$ cat src/rtl/vga_vram_arbiter_pkg.sv
// Shared VGA/VRAM constants and the arbiter grant encoding.
// The module parameter defaults are taken from the constants below.
package vga_vram_arbiter_pkg;

    localparam int VGA_HOR_SIZE    = 10;
    localparam int VGA_VER_SIZE    = 10;
    localparam int VRAM_ADDR_W     = 19;
    localparam int VRAM_PIX_W      = 8;
    localparam int VRAM_WORDS      = 307200;
    localparam int VRAM_FIFO_DEPTH = 4;

    // Who owns the RAM port this cycle, and what the host head entry does with it.
    typedef enum logic [2:0] {
        GNT_IDLE,
        GNT_DISP,
        GNT_HOST_WR,
        GNT_HOST_RD,
        GNT_HOST_OOB_RD,
        GNT_HOST_DROP
    } grant_t;

endpackage

$ cat src/rtl/vga_req_fifo.sv
// In-order synchronous FIFO for host requests. The head entry is shown on pop_data.
// An entry pushed in one cycle can be popped in the next cycle at the earliest.
module vga_req_fifo #(
    parameter int WIDTH      = 28,
    parameter int FIFO_DEPTH = 4
) (
    input  logic                          clk,
    input  logic                          reset,
    input  logic                          push,
    input  logic [WIDTH-1:0]              push_data,
    input  logic                          pop,
    output logic [WIDTH-1:0]              pop_data,
    output logic                          full,
    output logic                          empty,
    output logic [$clog2(FIFO_DEPTH):0]   count
);

    localparam int PTR_W = $clog2(FIFO_DEPTH);
    localparam int CNT_W = PTR_W + 1;

    logic [WIDTH-1:0] mem [FIFO_DEPTH];
    logic [PTR_W-1:0] wr_ptr;
    logic [PTR_W-1:0] rd_ptr;
    logic             do_push;
    logic             do_pop;

    assign full     = (count == CNT_W'(FIFO_DEPTH));
    assign empty    = (count == '0);
    assign do_push  = push & ~full;
    assign do_pop   = pop & ~empty;
    assign pop_data = mem[rd_ptr];

    // NOTE: storage is deliberately not reset; only the pointers and count say which slots hold data.
    always_ff @(posedge clk) begin
        if (do_push) begin
            mem[wr_ptr] <= push_data;
        end
    end

    // NOTE: sequential state uses <= so every register samples pre-edge values regardless of block order.
    always_ff @(posedge clk) begin
        if (!reset) begin
            wr_ptr <= '0;
            rd_ptr <= '0;
            count  <= '0;
        end else begin
            if (do_push) wr_ptr <= wr_ptr + 1'b1;
            if (do_pop)  rd_ptr <= rd_ptr + 1'b1;
            case ({do_push, do_pop})
                2'b10:   count <= count + 1'b1;
                2'b01:   count <= count - 1'b1;
                default: count <= count;
            endcase
        end
    end

endmodule

$ cat src/rtl/vga_vram_arbiter.sv
// Single-port VRAM arbiter: display scan-out reads win whenever the next pixel is
// visible; queued host reads/writes drain only during blanking.
module vga_vram_arbiter
    import vga_vram_arbiter_pkg::*;
#(
    parameter int HOR_SIZE   = VGA_HOR_SIZE,
    parameter int VER_SIZE   = VGA_VER_SIZE,
    parameter int ADDR_W     = VRAM_ADDR_W,
    parameter int PIX_W      = VRAM_PIX_W,
    parameter int FIFO_DEPTH = VRAM_FIFO_DEPTH,
    parameter int VRAM_WORDS = vga_vram_arbiter_pkg::VRAM_WORDS
) (
    input  logic                clk,
    input  logic                reset,
    input  logic [HOR_SIZE-1:0] next_col,
    input  logic [VER_SIZE-1:0] next_row,
    input  logic                visible_next,
    output logic [PIX_W-1:0]    pix_data,
    input  logic                req_valid,
    output logic                req_ready,
    input  logic                req_we,
    input  logic [ADDR_W-1:0]   req_addr,
    input  logic [PIX_W-1:0]    req_wdata,
    output logic                resp_valid,
    output logic [PIX_W-1:0]    resp_rdata,
    output logic                vram_en,
    output logic                vram_we,
    output logic [ADDR_W-1:0]   vram_addr,
    output logic [PIX_W-1:0]    vram_wdata,
    input  logic [PIX_W-1:0]    vram_rdata
);

    localparam int                ENTRY_W   = 1 + ADDR_W + PIX_W;
    localparam int                CNT_W     = $clog2(FIFO_DEPTH) + 1;
    localparam logic [ADDR_W:0]   WORDS_LIM = (ADDR_W + 1)'(VRAM_WORDS);

    grant_t              grant;
    logic                fifo_push;
    logic                fifo_pop;
    logic                fifo_full;
    logic                fifo_empty;
    logic [CNT_W-1:0]    fifo_count;
    logic [ENTRY_W-1:0]  head;
    logic                head_we;
    logic [ADDR_W-1:0]   head_addr;
    logic [PIX_W-1:0]    head_wdata;
    logic                head_in_range;

    logic [ADDR_W-1:0]   scan_q;
    logic [ADDR_W-1:0]   scan_addr;
    logic                frame_start;

    logic [ADDR_W-1:0]   addr_q;
    logic [PIX_W-1:0]    wdata_q;
    logic                disp_rd_q;
    logic                host_rd_q;
    logic                host_oob_q;
    logic [PIX_W-1:0]    resp_rdata_q;

    // ---------------- host request FIFO ----------------
    assign req_ready = reset & (fifo_count < CNT_W'(FIFO_DEPTH));
    assign fifo_push = req_valid & req_ready & ~fifo_full;

    vga_req_fifo #(
        .WIDTH      (ENTRY_W),
        .FIFO_DEPTH (FIFO_DEPTH)
    ) u_req_fifo (
        .clk       (clk),
        .reset     (reset),
        .push      (fifo_push),
        .push_data ({req_we, req_addr, req_wdata}),
        .pop       (fifo_pop),
        .pop_data  (head),
        .full      (fifo_full),
        .empty     (fifo_empty),
        .count     (fifo_count)
    );

    assign head_we       = head[ENTRY_W-1];
    assign head_addr     = head[PIX_W +: ADDR_W];
    assign head_wdata    = head[PIX_W-1:0];
    assign head_in_range = ({1'b0, head_addr} < WORDS_LIM);

    // ---------------- scan address ----------------
    // The frame clear acts in the same cycle, so pixel (0,0) is read from address 0.
    assign frame_start = (next_col == '0) && (next_row == '0);
    assign scan_addr   = frame_start ? '0 : scan_q;

    always_ff @(posedge clk) begin
        if (!reset) begin
            scan_q <= '0;
        end else if (visible_next) begin
            scan_q <= scan_addr + ADDR_W'(1);
        end else begin
            scan_q <= scan_addr;
        end
    end

    // ---------------- grant ----------------
    // NOTE: every always_comb output gets a default first so no path leaves it unassigned (no latch).
    always_comb begin
        grant    = GNT_IDLE;
        fifo_pop = 1'b0;
        if (reset) begin
            if (visible_next) begin
                grant = GNT_DISP;
            end else if (!fifo_empty) begin
                fifo_pop = 1'b1;
                if (head_in_range) grant = head_we ? GNT_HOST_WR   : GNT_HOST_RD;
                else               grant = head_we ? GNT_HOST_DROP : GNT_HOST_OOB_RD;
            end
        end
    end

    always_comb begin
        vram_en    = 1'b0;
        vram_we    = 1'b0;
        vram_addr  = addr_q;
        vram_wdata = wdata_q;
        case (grant)
            GNT_DISP: begin
                vram_en   = 1'b1;
                vram_addr = scan_addr;
            end
            GNT_HOST_WR: begin
                vram_en    = 1'b1;
                vram_we    = 1'b1;
                vram_addr  = head_addr;
                vram_wdata = head_wdata;
            end
            GNT_HOST_RD: begin
                vram_en   = 1'b1;
                vram_addr = head_addr;
            end
            default: ;
        endcase
    end

    // ---------------- read return ----------------
    assign pix_data   = (reset && disp_rd_q) ? vram_rdata : '0;
    assign resp_valid = reset & (host_rd_q | host_oob_q);

    always_comb begin
        resp_rdata = resp_rdata_q;
        if (!reset)          resp_rdata = '0;
        else if (host_rd_q)  resp_rdata = vram_rdata;
        else if (host_oob_q) resp_rdata = '0;
    end

    always_ff @(posedge clk) begin
        if (!reset) begin
            addr_q       <= '0;
            wdata_q      <= '0;
            disp_rd_q    <= 1'b0;
            host_rd_q    <= 1'b0;
            host_oob_q   <= 1'b0;
            resp_rdata_q <= '0;
        end else begin
            addr_q       <= vram_addr;
            wdata_q      <= vram_wdata;
            disp_rd_q    <= (grant == GNT_DISP);
            host_rd_q    <= (grant == GNT_HOST_RD);
            host_oob_q   <= (grant == GNT_HOST_OOB_RD);
            resp_rdata_q <= resp_rdata;
        end
    end

endmodule
$ cat config.mk
export PLATFORM = sky130hd
export DESIGN_NAME = vga_vram_arbiter
export DESIGN_NICKNAME = d
export VERILOG_FILES = /design/src/rtl/vga_vram_arbiter_pkg.sv /design/src/rtl/vga_req_fifo.sv /design/src/rtl/vga_vram_arbiter.sv
export SDC_FILE = /design/constraint.sdc
export NUM_CORES = 1
export LEC_CHECK = 0
export ABC_AREA = 0
export CAP_MARGIN = 20
export CORE_AREA = 10 10 147 149
export CTS_CLUSTER_DIAMETER = 80
export DETAILED_ROUTE_END_ITERATION = 7
export DIE_AREA = 0 0 157 159
export PLACE_DENSITY_LB_ADDON = 0.15
export SLEW_MARGIN = 25
export SYNTH_ARGS = -nofsm -noshare
export SYNTH_HDL_FRONTEND = slang
export SYNTH_SLANG_ARGS = --single-unit
export TNS_END_PERCENT = 10
$ cat constraint.sdc
create_clock -name clk -period 2.7 [get_ports clk]
set_input_delay 0.54 -clock clk [delete_from_list [all_inputs] [get_ports clk]]
set_output_delay 0.54 -clock clk [all_outputs]
set_load 0.01 [all_outputs]
* After elaboration in Yosys (flattened, before gate mapping)
Memories as Yosys holds them, arrays and structs flattened. A register that Yosys moved wholly into a read port is not among the register bits.
Cells that the tools add are included.
Widths: inputs -> output; s select.
** Storage, ports and cells
- Flip-flop bits (word level) :: 64
- Bits in writable memories :: 112
- Input bits :: 60
- Output and inout port bits :: 47
- Logic and storage cells :: 66
- Memories kept :: 1
** Cells by class
- Add/subtract/negate cells :: 5
- Magnitude comparators :: 2
- Eq/ne operators :: 7
- Multiplexer cells :: 24
- Bitwise gates (word level) :: 9
- Reduce and logical (&&, ||, !) cells :: 8
** Memories
- u_req_fifo.mem :: words 4, width 28, read ports 1, clocked after memory_dff 1, write ports 1, line vga_req_fifo.sv:21 : logic [WIDTH-1:0] mem [FIFO_DEPTH];
** Operators by type and width (number)
- $mux 8 :: 5
- $mux 19 :: 2
- $pmux 19 s2 :: 1
- $logic_not 10->1 :: 2
- $add 19x1->19 const B :: 1
- $lt 19x19->1 const B :: 1
- $mux 3 :: 4
- $mux 1 :: 9
- $and 1x1->1 :: 6
- $eq 3x2->1 const B :: 2
- $eq 3x3->1 const B :: 2
- $pmux 3 s2 :: 1
- $add 2x1->2 const B :: 2
- $mux 2 :: 2
- $add 3x1->3 const B :: 1
- $eq 3x1->1 const B :: 1
- $logic_not 3->1 :: 1
- $lt 3x3->1 const B :: 1
- $reduce_or 3->1 :: 1
- $sub 3x1->3 const B :: 1
- $eq 2x1->1 const B :: 1
- $eq 2x2->1 const B :: 1
- $logic_and 1x1->1 :: 2
- $not 1->1 :: 2
- 3 further kinds :: 3

* Logic depth before layout (Yosys ltp)
- Word-level depth :: 8
- Mapped depth :: 11
- Mapped depth without buffers :: 10

* By module
A second synthesis with hierarchy kept.
** Unflattened totals
- Cells, all modules :: 536
- Area, all modules :: 7569.8 um2
** Modules (own cells, without submodules)
- vga_req_fifo :: times used 1, cells each 200, area each 4554.4 um2, seq. area each 3543.4 um2
- vga_vram_arbiter :: times used 1, cells each 336, area each 3015.4 um2, seq. area each 1141.1 um2

* Least setup slack after synthesis
Ideal clock, no wire load.
- Kind :: register -> output
- From :: register (tool-made name)
- To :: output vram_wdata[0]
- Data arrival time :: 2.093 ns
- Data required time :: 2.160 ns
- Setup slack :: 0.067 ns
- Cell stages (with the launch flop) :: 7
- Buffers on the path :: 2
- Cell sequence :: dfxtp_1 -> buf_6 -> mux4_2 -> and2_1 -> a2111oi_4 -> buf_4 -> o21ai_0
** RTL lines
- to (decl) :: line vga_vram_arbiter.sv:29 : output logic [PIX_W-1:0] vram_wdata,

==> results.json <==
{
  "ys_types": 47,
  "antenna_found_initial": 1,
  "ys_seq_area_share_pct": 65.2,
  "syn_avg_cell_area_sq_um": 13.9,
  "period_needed_ns": 3.20,
  "async_flop_share_pct": 0,
  "layout_common_cells": "edfxtp_1, clkdlybuf4s50_1, dfxtp_1",
  "slew_headroom_pct": 42.1,
  "path_max_fanout": 6,
  "finClkSkew_ns": 0.0106,
  "cpPeakStageDelay_ns": 0.52,
  "ys.flop_type": "edfxtp_1",
  "worstPathCellList": "buf_12 > mux4_2 > o21a_4 > a2111oi_4 > buf_4 > buf_12 > buf_8 > o21ai_2 > buf_2",
  "syn_inst": 517,
  "slowest_stage": "mux4_2",
  "worst_pin_slew_ns": 0.866,
  "cts_root_buf": "clkbuf_16",
  "place_hpwl_um": 12100,
  "critPathRequiredTime_ns": 2.16,
  "finalSetupTns_ns": -12.89,
  "timing.fmax_mhz": 312,
  "rsz0062_at_grt": "yes",
  "grt_start_max_net_pins": 29,
  "critPathKind": "reg2out",
  "grt_pass1_vias": 5084,
  "hold_viol_final": 0,
  "core_sq_um": 18600,
  "yosys_register_bits": 178,
  "total_power_mw": 6.20,
  "max_cap_violations": 0,
  "ys.warnings.count": 0,
  "grt-ovfl-total": 0,
  "vias_per_cell": 5.05,
  "violations": "negative setup slack",
  "critPathMostFrequentCell": "buf_12",
  "rows": 50,
  "whs_ns": 0.455,
  "dp_slack_ns": -0.633,
  "leakage_nw": 3.91,
  "cts_tree": "yes",
  "cts_hold_buf": 0,
  "status": "finished, violations left",
  "htreeDepth": 4,
  "io_pins": 107,
  "drv_slew": 0,
  "routed_wl_um": 17500,
  "arrival_ns": 2.66,
  "syn_area_sq_um": 7190,
  "endpoint_kind": "primary output",
  "synth_edf_count": 112,
  "utilization_pct": 53.4,
  "final_nets": 769,
  "die_area_sq_um": 25000,
  "cts_buffers": 17,
  "die_w_um": 157,
  "io_buffers": 106,
  "area_growth_pct": 38.1,
  "final_common_cell": "edfxtp_1",
  "worst-path-buf-inv": 5,
  "cts_buffer_depth": 2,
  "path_clk_slew_ns": 0.06,
  "crit_family": "buffers and inverters",
  "grt_pass1_wl_um": 27100,
  "hp-class": "reg2reg",
  "vias": 4791,
  "post_drt_wl_per_cell_um": 18.4,
  "cts_num_sinks": 178,
  "drive_above_1_share_pct": 28.7,
  "firstDrtPassIters": 4,
  "start_util_pct": 38.7,
  "timing.final.crit_share_pct": 119,
  "gr-usage-all-layers_pct": 14.0,
  "num_antenna_cells": 0,
  "drt_iter0_markers": 198,
  "antenna_left": 0,
  "dieHeight_um": 159,
  "drc": 0,
  "globalplace.congestion": 0.808,
  "clock_latency_ns": 0.42,
  "worst_setup_path_start_kind": "register",
  "setup_viol": 29,
  "fin_ws_ns": -0.502,
  "vdd.ir_drop.worst_uv": 911,
  "syn_nets": 584,
  "pwr_density_cell_nw_per_um2": 625
}
-- worst paths after layout --
| kind | cells past startpoint | start | to | slack (ns) |
|---|---|---|---|---|
| max | 9 | register | vram_wdata[4] | -0.50 |
| min | 1 | addr_q[14]$_SDFF_PN0_ | addr_q[14]$_SDFF_PN0_ | 0.45 |
| max reg2reg | 8 | register | addr_q[10]$_SDFF_PN0_ | 0.36 |
| min reg2reg | 1 | addr_q[14]$_SDFF_PN0_ | addr_q[14]$_SDFF_PN0_ | 0.45 |
-- power breakdown --
part | internal [mW] | switching (mW)
logic | 0.354 | 0.313
registers | 2.97 | 0.0314
clock network | 1.45 | 1.08
-- repair_timing --
item	CTS	global route
setup buffers	10	2
pin swaps	27	10
setup endpoints to repair	39	40
resized for setup	157	28
gates cloned	4	1
-- routing by layer --
| metal | track usage [%] | wire, um | vias to the layer above |
|---|---|---|---|
| met4 | 3.43 | 153 | 2 |
| met1 | 16.8 | 7660 | 2356 |
| li1 | - | - | 2315 |
| met5 | 0 | 13 | - |
| met3 | 5.32 | 1080 | 15 |
| met2 | 23.1 | 8550 | 103 |
-- sequential cells by signal, summed over array words and instances (netlist names), named ones only --
name               flops
host_rd_q              1
host_oob_q             1
disp_rd_q              1
addr_q                19
u_req_fifo.count       3
u_req_fifo.mem       112
wdata_q                8
u_req_fifo.wr_ptr      2
u_req_fifo.rd_ptr      2
scan_q                19
resp_rdata_q           8
-- metrics by stage --
stage	std cells	instance area [sq um]
after detailed placement	902	9050
after CTS	948	9820
after global placement	902	9050
after global routing	949	9930
after floorplan	517	7190
final	949	9930
-- Yosys cell counts (8+ instances only) --
| library cell | number | area, sq um |
|---|---|---|
| and2_1 | 8 | 50.1 |
| xnor2_1 | 12 | 105 |
| a21o_1 | 24 | 180 |
| clkbuf_1 | 14 | 52.6 |
| edfxtp_1 | 112 | 3360 |
| o21ai_0 | 8 | 40.0 |
| inv_1 | 25 | 93.8 |
| dfxtp_1 | 66 | 1320 |
| a21oi_1 | 8 | 40.0 |
| xor2_1 | 10 | 87.6 |
| nand3_1 | 12 | 60.1 |
| a22o_1 | 11 | 96.3 |
| and3_1 | 16 | 100 |
| mux4_2 | 28 | 631 |
| nand2_1 | 24 | 90.1 |
| nor2_1 | 51 | 191 |
| o31ai_1 | 9 | 67.6 |
-- layout make-up --
type | instances | area (sq um)
inverter | 26 | 97.6
fill | 1545 | 8650
clock inverter | 13 | 169
clock buffer | 19 | 453
tap | 234 | 293
timing repair buffer | 189 | 1790
sequential | 178 | 4690
multi-input combinational | 290 | 2440
-- logic make-up after synthesis --
family	count (synthesis)	share of synthesized area, %
compound gates	89	9.40
xor+xnor	22	2.68
fa+ha+maj	7	1.32
buf+inv	49	2.96
flops	178	65.2
mux	28	8.78
simple gates	144	9.66
No activity file was read; power rests on OpenSTA's default activity.
